**src/rtl/iomem_dma_master_if.sv**
```systemverilog
// iomem valid/ready request bus between one initiator and one responder.
// Signal names keep the initiator-side direction suffixes used at the SoC level.
interface iomem_dma_master_if;
  logic        m_valid_o;
  logic        m_ready_i;
  logic [3:0]  m_wstrb_o;
  logic [31:0] m_addr_o;
  logic [31:0] m_wdata_o;
  logic [31:0] m_rdata_i;

  modport master (
    output m_valid_o, m_wstrb_o, m_addr_o, m_wdata_o,
    input  m_ready_i, m_rdata_i
  );

  modport slave (
    input  m_valid_o, m_wstrb_o, m_addr_o, m_wdata_o,
    output m_ready_i, m_rdata_i
  );
endinterface

```
**src/rtl/iomem_dma_master.sv**
```systemverilog
// Word-copy DMA initiator on the iomem bus: each word is one read from the
// source address followed by one write of that data to the destination.
// Requests are registered, held stable until accepted, and always separated
// by at least one idle cycle. A stalled request aborts after TIMEOUT cycles.
module iomem_dma_master #(
  parameter int LEN_BITS = 8,
  parameter int TIMEOUT  = 255
) (
  input  logic                clk_i,
  input  logic                rst_i,
  input  logic                start_i,
  input  logic [31:0]         src_addr_i,
  input  logic [31:0]         dst_addr_i,
  input  logic [LEN_BITS-1:0] len_i,
  input  logic                src_inc_i,
  input  logic                dst_inc_i,
  output logic                busy_o,
  output logic                done_o,
  output logic                error_o,
  output logic [LEN_BITS-1:0] xfer_cnt_o,
  iomem_dma_master_if.master  bus
);

  // Stall counter only needs to reach TIMEOUT-1; abort fires on that cycle.
  localparam int               TMO_W    = (TIMEOUT > 1) ? $clog2(TIMEOUT + 1) : 1;
  localparam logic [TMO_W-1:0] TMO_LAST = TMO_W'(TIMEOUT - 1);

  typedef enum logic [1:0] {
    ST_IDLE,
    ST_READ,
    ST_WRITE,
    ST_DONE
  } state_e;

  state_e              state_q, state_d;
  logic                valid_q, valid_d;
  logic [3:0]          wstrb_q, wstrb_d;
  logic [31:0]         addr_q, addr_d;
  logic [31:0]         wdata_q, wdata_d;
  logic [31:0]         src_q, src_d;
  logic [31:0]         dst_q, dst_d;
  logic [LEN_BITS-1:0] len_q, len_d;
  logic [LEN_BITS-1:0] cnt_q, cnt_d;
  logic                src_inc_q, src_inc_d;
  logic                dst_inc_q, dst_inc_d;
  logic                err_q, err_d;
  logic [TMO_W-1:0]    tmo_q, tmo_d;

  // Next-state, bus request and transfer bookkeeping.
  always_comb begin
    // NOTE: every signal gets its hold value first so no path through the
    // case below can leave one unassigned and infer a latch.
    state_d   = state_q;
    valid_d   = valid_q;
    wstrb_d   = wstrb_q;
    addr_d    = addr_q;
    wdata_d   = wdata_q;
    src_d     = src_q;
    dst_d     = dst_q;
    len_d     = len_q;
    cnt_d     = cnt_q;
    src_inc_d = src_inc_q;
    dst_inc_d = dst_inc_q;
    err_d     = err_q;
    tmo_d     = '0;

    unique case (state_q)
      ST_IDLE: begin
        if (start_i) begin
          err_d = 1'b0;
          cnt_d = '0;
          if (len_i != '0) begin
            src_d     = src_addr_i & ~32'h3;
            dst_d     = dst_addr_i & ~32'h3;
            len_d     = len_i;
            src_inc_d = src_inc_i;
            dst_inc_d = dst_inc_i;
            // First read is issued straight from the start cycle.
            valid_d   = 1'b1;
            addr_d    = src_addr_i & ~32'h3;
            wstrb_d   = 4'b0000;
            state_d   = ST_READ;
          end else begin
            state_d = ST_DONE;
          end
        end
      end

      ST_READ: begin
        if (!valid_q) begin
          // Entered from a write: the idle gap cycle has just elapsed.
          valid_d = 1'b1;
          addr_d  = src_q;
          wstrb_d = 4'b0000;
        end else if (bus.m_ready_i) begin
          wdata_d = bus.m_rdata_i;
          valid_d = 1'b0;
          state_d = ST_WRITE;
        end
      end

      ST_WRITE: begin
        if (!valid_q) begin
          valid_d = 1'b1;
          addr_d  = dst_q;
          wstrb_d = 4'b1111;
        end else if (bus.m_ready_i) begin
          valid_d = 1'b0;
          cnt_d   = cnt_q + LEN_BITS'(1);
          src_d   = src_q + (src_inc_q ? 32'd4 : 32'd0);
          dst_d   = dst_q + (dst_inc_q ? 32'd4 : 32'd0);
          state_d = (cnt_q + LEN_BITS'(1) == len_q) ? ST_DONE : ST_READ;
        end
      end

      ST_DONE: begin
        state_d = ST_IDLE;
      end

      default: begin
        state_d = ST_IDLE;
      end
    endcase

    // Stall watchdog: counts consecutive unaccepted request cycles.
    if (TIMEOUT != 0 && valid_q && !bus.m_ready_i) begin
      if (tmo_q == TMO_LAST) begin
        valid_d = 1'b0;
        err_d   = 1'b1;
        state_d = ST_DONE;
      end else begin
        tmo_d = tmo_q + TMO_W'(1);
      end
    end
  end

  // State and datapath registers with synchronous reset.
  always_ff @(posedge clk_i) begin
    // NOTE: non-blocking assignments so every flop samples pre-edge values.
    if (rst_i) begin
      state_q   <= ST_IDLE;
      valid_q   <= 1'b0;
      wstrb_q   <= 4'b0000;
      addr_q    <= '0;
      wdata_q   <= '0;
      src_q     <= '0;
      dst_q     <= '0;
      len_q     <= '0;
      cnt_q     <= '0;
      src_inc_q <= 1'b0;
      dst_inc_q <= 1'b0;
      err_q     <= 1'b0;
      tmo_q     <= '0;
    end else begin
      state_q   <= state_d;
      valid_q   <= valid_d;
      wstrb_q   <= wstrb_d;
      addr_q    <= addr_d;
      wdata_q   <= wdata_d;
      src_q     <= src_d;
      dst_q     <= dst_d;
      len_q     <= len_d;
      cnt_q     <= cnt_d;
      src_inc_q <= src_inc_d;
      dst_inc_q <= dst_inc_d;
      err_q     <= err_d;
      tmo_q     <= tmo_d;
    end
  end

  assign busy_o        = (state_q == ST_READ) || (state_q == ST_WRITE);
  assign done_o        = (state_q == ST_DONE);
  assign error_o       = err_q;
  assign xfer_cnt_o    = cnt_q;
  assign bus.m_valid_o = valid_q;
  assign bus.m_wstrb_o = wstrb_q;
  assign bus.m_addr_o  = addr_q;
  assign bus.m_wdata_o = wdata_q;

endmodule

```
**src/flat_wrapper.sv**
```systemverilog
// flat-port wrapper written by rule: the top's interface ports become plain ports
module iomem_dma_master_flat 
#(
  parameter int LEN_BITS = 8,
  parameter int TIMEOUT  = 255
)
  (clk_i, rst_i, start_i, src_addr_i, dst_addr_i, len_i, src_inc_i, dst_inc_i, busy_o, done_o, error_o, xfer_cnt_o, bus_m_valid_o, bus_m_wstrb_o, bus_m_addr_o, bus_m_wdata_o, bus_m_ready_i, bus_m_rdata_i);
  iomem_dma_master_if bus_i ();
  input  logic clk_i;
  input  logic rst_i;
  input  logic start_i;
  input  logic [31:0] src_addr_i;
  input  logic [31:0] dst_addr_i;
  input  logic [LEN_BITS-1:0] len_i;
  input  logic src_inc_i;
  input  logic dst_inc_i;
  output logic busy_o;
  output logic done_o;
  output logic error_o;
  output logic [LEN_BITS-1:0] xfer_cnt_o;
  output wire logic [$bits(bus_i.m_valid_o)-1:0] bus_m_valid_o;
  output wire logic [$bits(bus_i.m_wstrb_o)-1:0] bus_m_wstrb_o;
  output wire logic [$bits(bus_i.m_addr_o)-1:0] bus_m_addr_o;
  output wire logic [$bits(bus_i.m_wdata_o)-1:0] bus_m_wdata_o;
  input wire logic [$bits(bus_i.m_ready_i)-1:0] bus_m_ready_i;
  input wire logic [$bits(bus_i.m_rdata_i)-1:0] bus_m_rdata_i;
  assign bus_m_valid_o = bus_i.m_valid_o;
  assign bus_m_wstrb_o = bus_i.m_wstrb_o;
  assign bus_m_addr_o = bus_i.m_addr_o;
  assign bus_m_wdata_o = bus_i.m_wdata_o;
  assign bus_i.m_ready_i = bus_m_ready_i;
  assign bus_i.m_rdata_i = bus_m_rdata_i;
  iomem_dma_master #(.LEN_BITS(LEN_BITS), .TIMEOUT(TIMEOUT)) u_core (.clk_i(clk_i), .rst_i(rst_i), .start_i(start_i), .src_addr_i(src_addr_i), .dst_addr_i(dst_addr_i), .len_i(len_i), .src_inc_i(src_inc_i), .dst_inc_i(dst_inc_i), .busy_o(busy_o), .done_o(done_o), .error_o(error_o), .xfer_cnt_o(xfer_cnt_o), .bus(bus_i));
endmodule
```
**config.mk**
```make
export PLATFORM = sky130hd
export DESIGN_NAME = iomem_dma_master_flat
export DESIGN_NICKNAME = d
export VERILOG_FILES = /design/src/rtl/iomem_dma_master_if.sv /design/src/rtl/iomem_dma_master.sv /design/src/flat_wrapper.sv
export SDC_FILE = /design/constraint.sdc
export NUM_CORES = 1
export LEC_CHECK = 0
export CAP_MARGIN = 20
export CORE_MARGIN = 1.5
export CORE_UTILIZATION = 51
export CTS_CLUSTER_SIZE = 28
export DETAILED_ROUTE_END_ITERATION = 16
export PLACE_DENSITY = 0.91
export SETUP_SLACK_MARGIN = 0.4
export SYNTH_ARGS = -nofsm -noshare
export SYNTH_HDL_FRONTEND = slang
export SYNTH_SLANG_ARGS = --single-unit
```
**constraint.sdc**
```tcl
create_clock -name clk_i -period 2.75 [get_ports clk_i]
set_input_delay 0.825 -clock clk_i [delete_from_list [all_inputs] [get_ports clk_i]]
set_output_delay 0.825 -clock clk_i [all_outputs]
set_load 0.05 [all_outputs]
```
==> metrics.txt <==
kind of cell with the highest combined delay on the critical path=simple AND/OR/NAND/NOR gates; global-route wire length before repair=42100 µm; number of nets in the final layout=between 1000 and 1500; cell count after placement=1397; depth of the most critical reg-to-reg path=7; most used flip-flop cell after synthesis=sky130_fd_sc_hd__dfxtp_1; Worst path max stage delay=about 520 ps; hold path cells=2; R2R Path End=u_core.src_q[25]; post-route DRC violation count=0; number of vias after detailed routing=9164; endpoint arrival time on the critical path=about 2700 ps; Post-Synthesis Net Count=~1200; total detailed-routing wirelength=approximately 27000 µm; time the final worst path needs with I/O delays and setup=roughly 2300 ps; area enclosed by the die boundary=between 15000 and 20000 µm²; Setup Crit Path Kind=in2reg; number of synthesized register bits=154; post-detailed-route via-to-cell ratio=6.35; biggest fanout along the worst timing path=5; buffering stage count on the worst path with inverters included=1; Hold/Removal Path Class=reg2reg; TritonCTS buffer count=17; reg-to-reg setup timing slack=450 ps; number of standard cells after synthesis=roughly 1100; Die W=between 100 and 150 µm; via count of the first global-routing pass=8446; slowest CP cell=sky130_fd_sc_hd__clkdlybuf4s50_1; half-perimeter wire length after detailed placement=about 18000 µm; Rel. slew slack=about 53%; standard cell core area=16000 µm²; final RePlAce weighted congestion=between 0.9 and 1; worst slack, placed=-105 ps; area occupied by registers=around 3100 µm²; Worst Skew=around 7.7 ps; share of synthesized cell area in full adder, half adder and majority cells=1.63%; aggregate global-route resource usage=between 20% and 30%; clock network fraction of total power=between 30% and 40%; number of iterations in the first detailed-routing pass=6; library cells used by synthesis=69; CTS tree=yes; I/O pin count=190; start point of the worst min-delay path=u_core.bus.m_wdata_o[8]; buffers added on ports=between 150 and 200; Post-synth EDFFs=0; number of pins exceeding their max-slew limit in the final report=0; Net Switching=roughly 2.1 mW; Die Height=between 100 and 150 µm; status=finished, final reports clean; internal power contribution=between 4 and 5 mW; Avg WL per Cell=18.7 µm; Multi-input gate area=4990 µm²; startpoint class of the critical path=primary input; total power density per cell area=553 nW/µm²; number of antenna violations at the first check in global routing=0; synth-to-layout area growth=33.9%; average size of a mapped cell=roughly 8.0 µm²; Yosys warning total=0; maximum VDD drop=0.467 mV; number of standard-cell rows in the floorplan=46; net switching fraction of the power=about a third; Final Worst Setup Slack=about 400 ps; Cell Area, Synth=8430 µm²; clock slew seen by the registers of the worst setup and hold paths=approximately 70 ps; cell occurring most often along the worst timing path=sky130_fd_sc_hd__or4_1; # hold bufs at CTS=0; setup repair after global routing missed its margin=true; CTS Root Buffer Type=sky130_fd_sc_hd__clkbuf_16; Sink Count=around 150; combinational share of power=between 20% and 30%; max cap viols=0; multiplexer fraction of the synthesized cell area=about 6.3%; worst-skew pair later-pin latency=430 ps; most common cell after layout, fill and taps aside=sky130_fd_sc_hd__dfxtp_1; crit path capture type=flop; largest net degree at the start of global routing=107; sequential share of power=41.6%; Synth Area in XOR/XNOR=roughly 1.5%; fin crit share=about 85%; total inserted antenna cells=0; total of fill cells in the finished design=roughly 1300; crit-path cells=clkdlybuf4s50_1 -> nor4_4 -> and3_4 -> or4_1 -> or4_1 -> a31oi_1; Leakage Power=roughly 4.4 nW; most frequent cells in the layout=151 x sky130_fd_sc_hd__dfxtp_1, 112 x sky130_fd_sc_hd__a21oi_1, 106 x sky130_fd_sc_hd__nor2_1, 102 x sky130_fd_sc_hd__nand2_1, 95 x sky130_fd_sc_hd__clkdlybuf4s50_1; DRC violation total after the first TritonRoute iteration=~1200; number of nets with antenna violations after detailed routing=0; source of the worst register-to-register timing path=u_core.state_q[1]; hold-critical path endpoint=u_core.bus.m_wdata_o[8]; maximum clock insertion buffer count=2; number of H-tree levels=4; worst slew pin tran=704 ps; share of synthesized registers carrying an async set or reset=0%; initial standard-cell utilization of the core=between 50% and 60%; setup violation total in the final timing report=0; endpoint required time on the critical path=3100 ps; global route total overflow=0; largest family of logic cells by synthesized area=compound AO/OA/AOI/OAI gates; hold violation count in the final report=0; Achievable Freq=426 MHz; sequential element share of the synthesized area=between 30% and 40%; number of cells in the finished layout apart from fillers=roughly 1400; share of final-layout standard cells stronger than drive strength 1=about an eighth; simple-gate portion of the synthesized area=between 20 and 25%; compound-cell area share of the yosys netlist=between 20 and 25%
## Yosys cell counts (3+ instances only)
cell                       number  share of area, %
sky130_fd_sc_hd__a21oi_1      113               6.7
sky130_fd_sc_hd__ha_1          11               1.6
sky130_fd_sc_hd__a22oi_1       60               5.3
sky130_fd_sc_hd__nor2b_1        6              0.45
sky130_fd_sc_hd__o32ai_1       19               2.0
sky130_fd_sc_hd__clkbuf_8       6              0.98
sky130_fd_sc_hd__a31oi_1       11              0.82
sky130_fd_sc_hd__nor4_1        21               1.6
sky130_fd_sc_hd__nor3_1        15              0.89
sky130_fd_sc_hd__or4_1         11              0.98
sky130_fd_sc_hd__nand2b_1       8              0.59
sky130_fd_sc_hd__nor4b_1        3              0.31
sky130_fd_sc_hd__and3_1        12              0.89
sky130_fd_sc_hd__xnor2_1        8              0.83
sky130_fd_sc_hd__inv_1         21              0.94
sky130_fd_sc_hd__and4_1         5              0.52
sky130_fd_sc_hd__o21ai_0       34               2.0
sky130_fd_sc_hd__nor2_1       106               4.7
sky130_fd_sc_hd__buf_6          4              0.53
sky130_fd_sc_hd__buf_1          7              0.31
sky130_fd_sc_hd__nand4b_1       3              0.31
sky130_fd_sc_hd__and2_1        14               1.0
sky130_fd_sc_hd__xor2_1         6              0.62
sky130_fd_sc_hd__o22ai_1       18               1.3
sky130_fd_sc_hd__nand2_1      104               4.6
sky130_fd_sc_hd__nand3_1       35               2.1
sky130_fd_sc_hd__nand4_1       18               1.3
sky130_fd_sc_hd__clkbuf_1      56               2.5
sky130_fd_sc_hd__a21o_1         5              0.45
sky130_fd_sc_hd__a31o_2         3              0.31
sky130_fd_sc_hd__buf_2         15              0.89
sky130_fd_sc_hd__a211oi_1      14               1.2
sky130_fd_sc_hd__o31a_1         4              0.42
sky130_fd_sc_hd__a311oi_1      14               1.5
sky130_fd_sc_hd__buf_4          7              0.62
sky130_fd_sc_hd__mux2i_1       53               6.3
sky130_fd_sc_hd__o211ai_1       5              0.45
sky130_fd_sc_hd__dfxtp_1      154                37
## repair_timing
item                                    in CTS  in global routing
endpoints found under the setup margin     106                 80
pin swaps                                    2                 14
setup buffers                                7                  7
gates cloned                                 0                  1
resized for setup                           93                 46
## worst max-delay path by stage
| stage | to | slack (ps) | from | cells past startpoint |
|---|---|---|---|---|
| after floorplan | u_core.src_q[20] | 480 | len_i[3] | 7 |
| after global placement | u_core.dst_q[5] | -50 | len_i[3] | 7 |
| after detailed placement | u_core.src_q[25] | -110 | len_i[7] | 6 |
| after CTS | done_o | 260 | u_core.state_q[1] | 2 |
| after global routing | u_core.dst_q[23] | 360 | u_core.dst_q[2] | 7 |
| final | u_core.src_q[25] | 410 | len_i[3] | 6 |
## state kept, by name, indices dropped and copies added (netlist names)
name and count:
u_core.bus.m_valid_o 1, u_core.src_inc_q 1, u_core.bus.m_wstrb_o 1, u_core.dst_q 30
u_core.len_q 8, u_core.dst_inc_q 1, u_core.state_q 2, u_core.tmo_q 8
u_core.bus.m_wdata_o 32, u_core.src_q 30, u_core.bus.m_addr_o 31, u_core.error_o 1
u_core.xfer_cnt_o 8
## per-layer routing
metal	global-route usage [%]	wire length, µm	vias up
met5	0	0	-
met4	12.8	859	0
met3	8.37	2940	95
met2	47.5	12800	554
met1	37.1	10400	4308
li1	-	-	4207
## stage by stage
stage	TNS [ps]	cell area [µm²]	hold WS [ps]	utilization [%]	total power, mW
after global routing	0	11300	473	70.6	6.47
after floorplan	0	8440	430	-	3.50
final	0	11300	451	70.6	6.24
after CTS	0	11000	452	69.0	6.17
after global placement	-467	10500	441	65.6	4.05
after detailed placement	-1790	10500	446	65.6	4.08
## cell type report
type / count / share of cell area [%]
sequential: 154 / 27.3
clock inverter: 14 / 0.864
multi-input combinational: 778 / 44.2
timing repair buffer: 243 / 20.7
inverter: 21 / 0.720
tap: 216 / 2.39
clock buffer: 18 / 3.80
## worst register-to-register path, delay by kind of cell (launching register included)
family                     cells  cell delay, ps
DFF                            1             370
AOI/OAI and AO/OA              2             460
and+or+nand+nor                3            1030
adders and majority gates      1             230
buffers and inverters          1             120
## power groups by stage
stage / Clock, mW / Sequential [mW] / Combinational [mW]
2_1_floorplan: 0 / 2.82 / 0.681
5_1_grt: 2.26 / 2.62 / 1.59
3_3_place_gp: 0 / 2.62 / 1.43
6_report: 2.15 / 2.60 / 1.49
4_1_cts: 2.17 / 2.58 / 1.42
3_5_place_dp: 0 / 2.63 / 1.45
## cells by family (layout without fill, tap and decap cells)
family,count (synthesis),count (layout)
compound gates,318,318
xor+xnor,14,14
fa+ha+maj,11,11
buf+inv,118,296
flops,154,154
mux,53,53
simple gates,382,382
(Power assumes the default switching activity.)
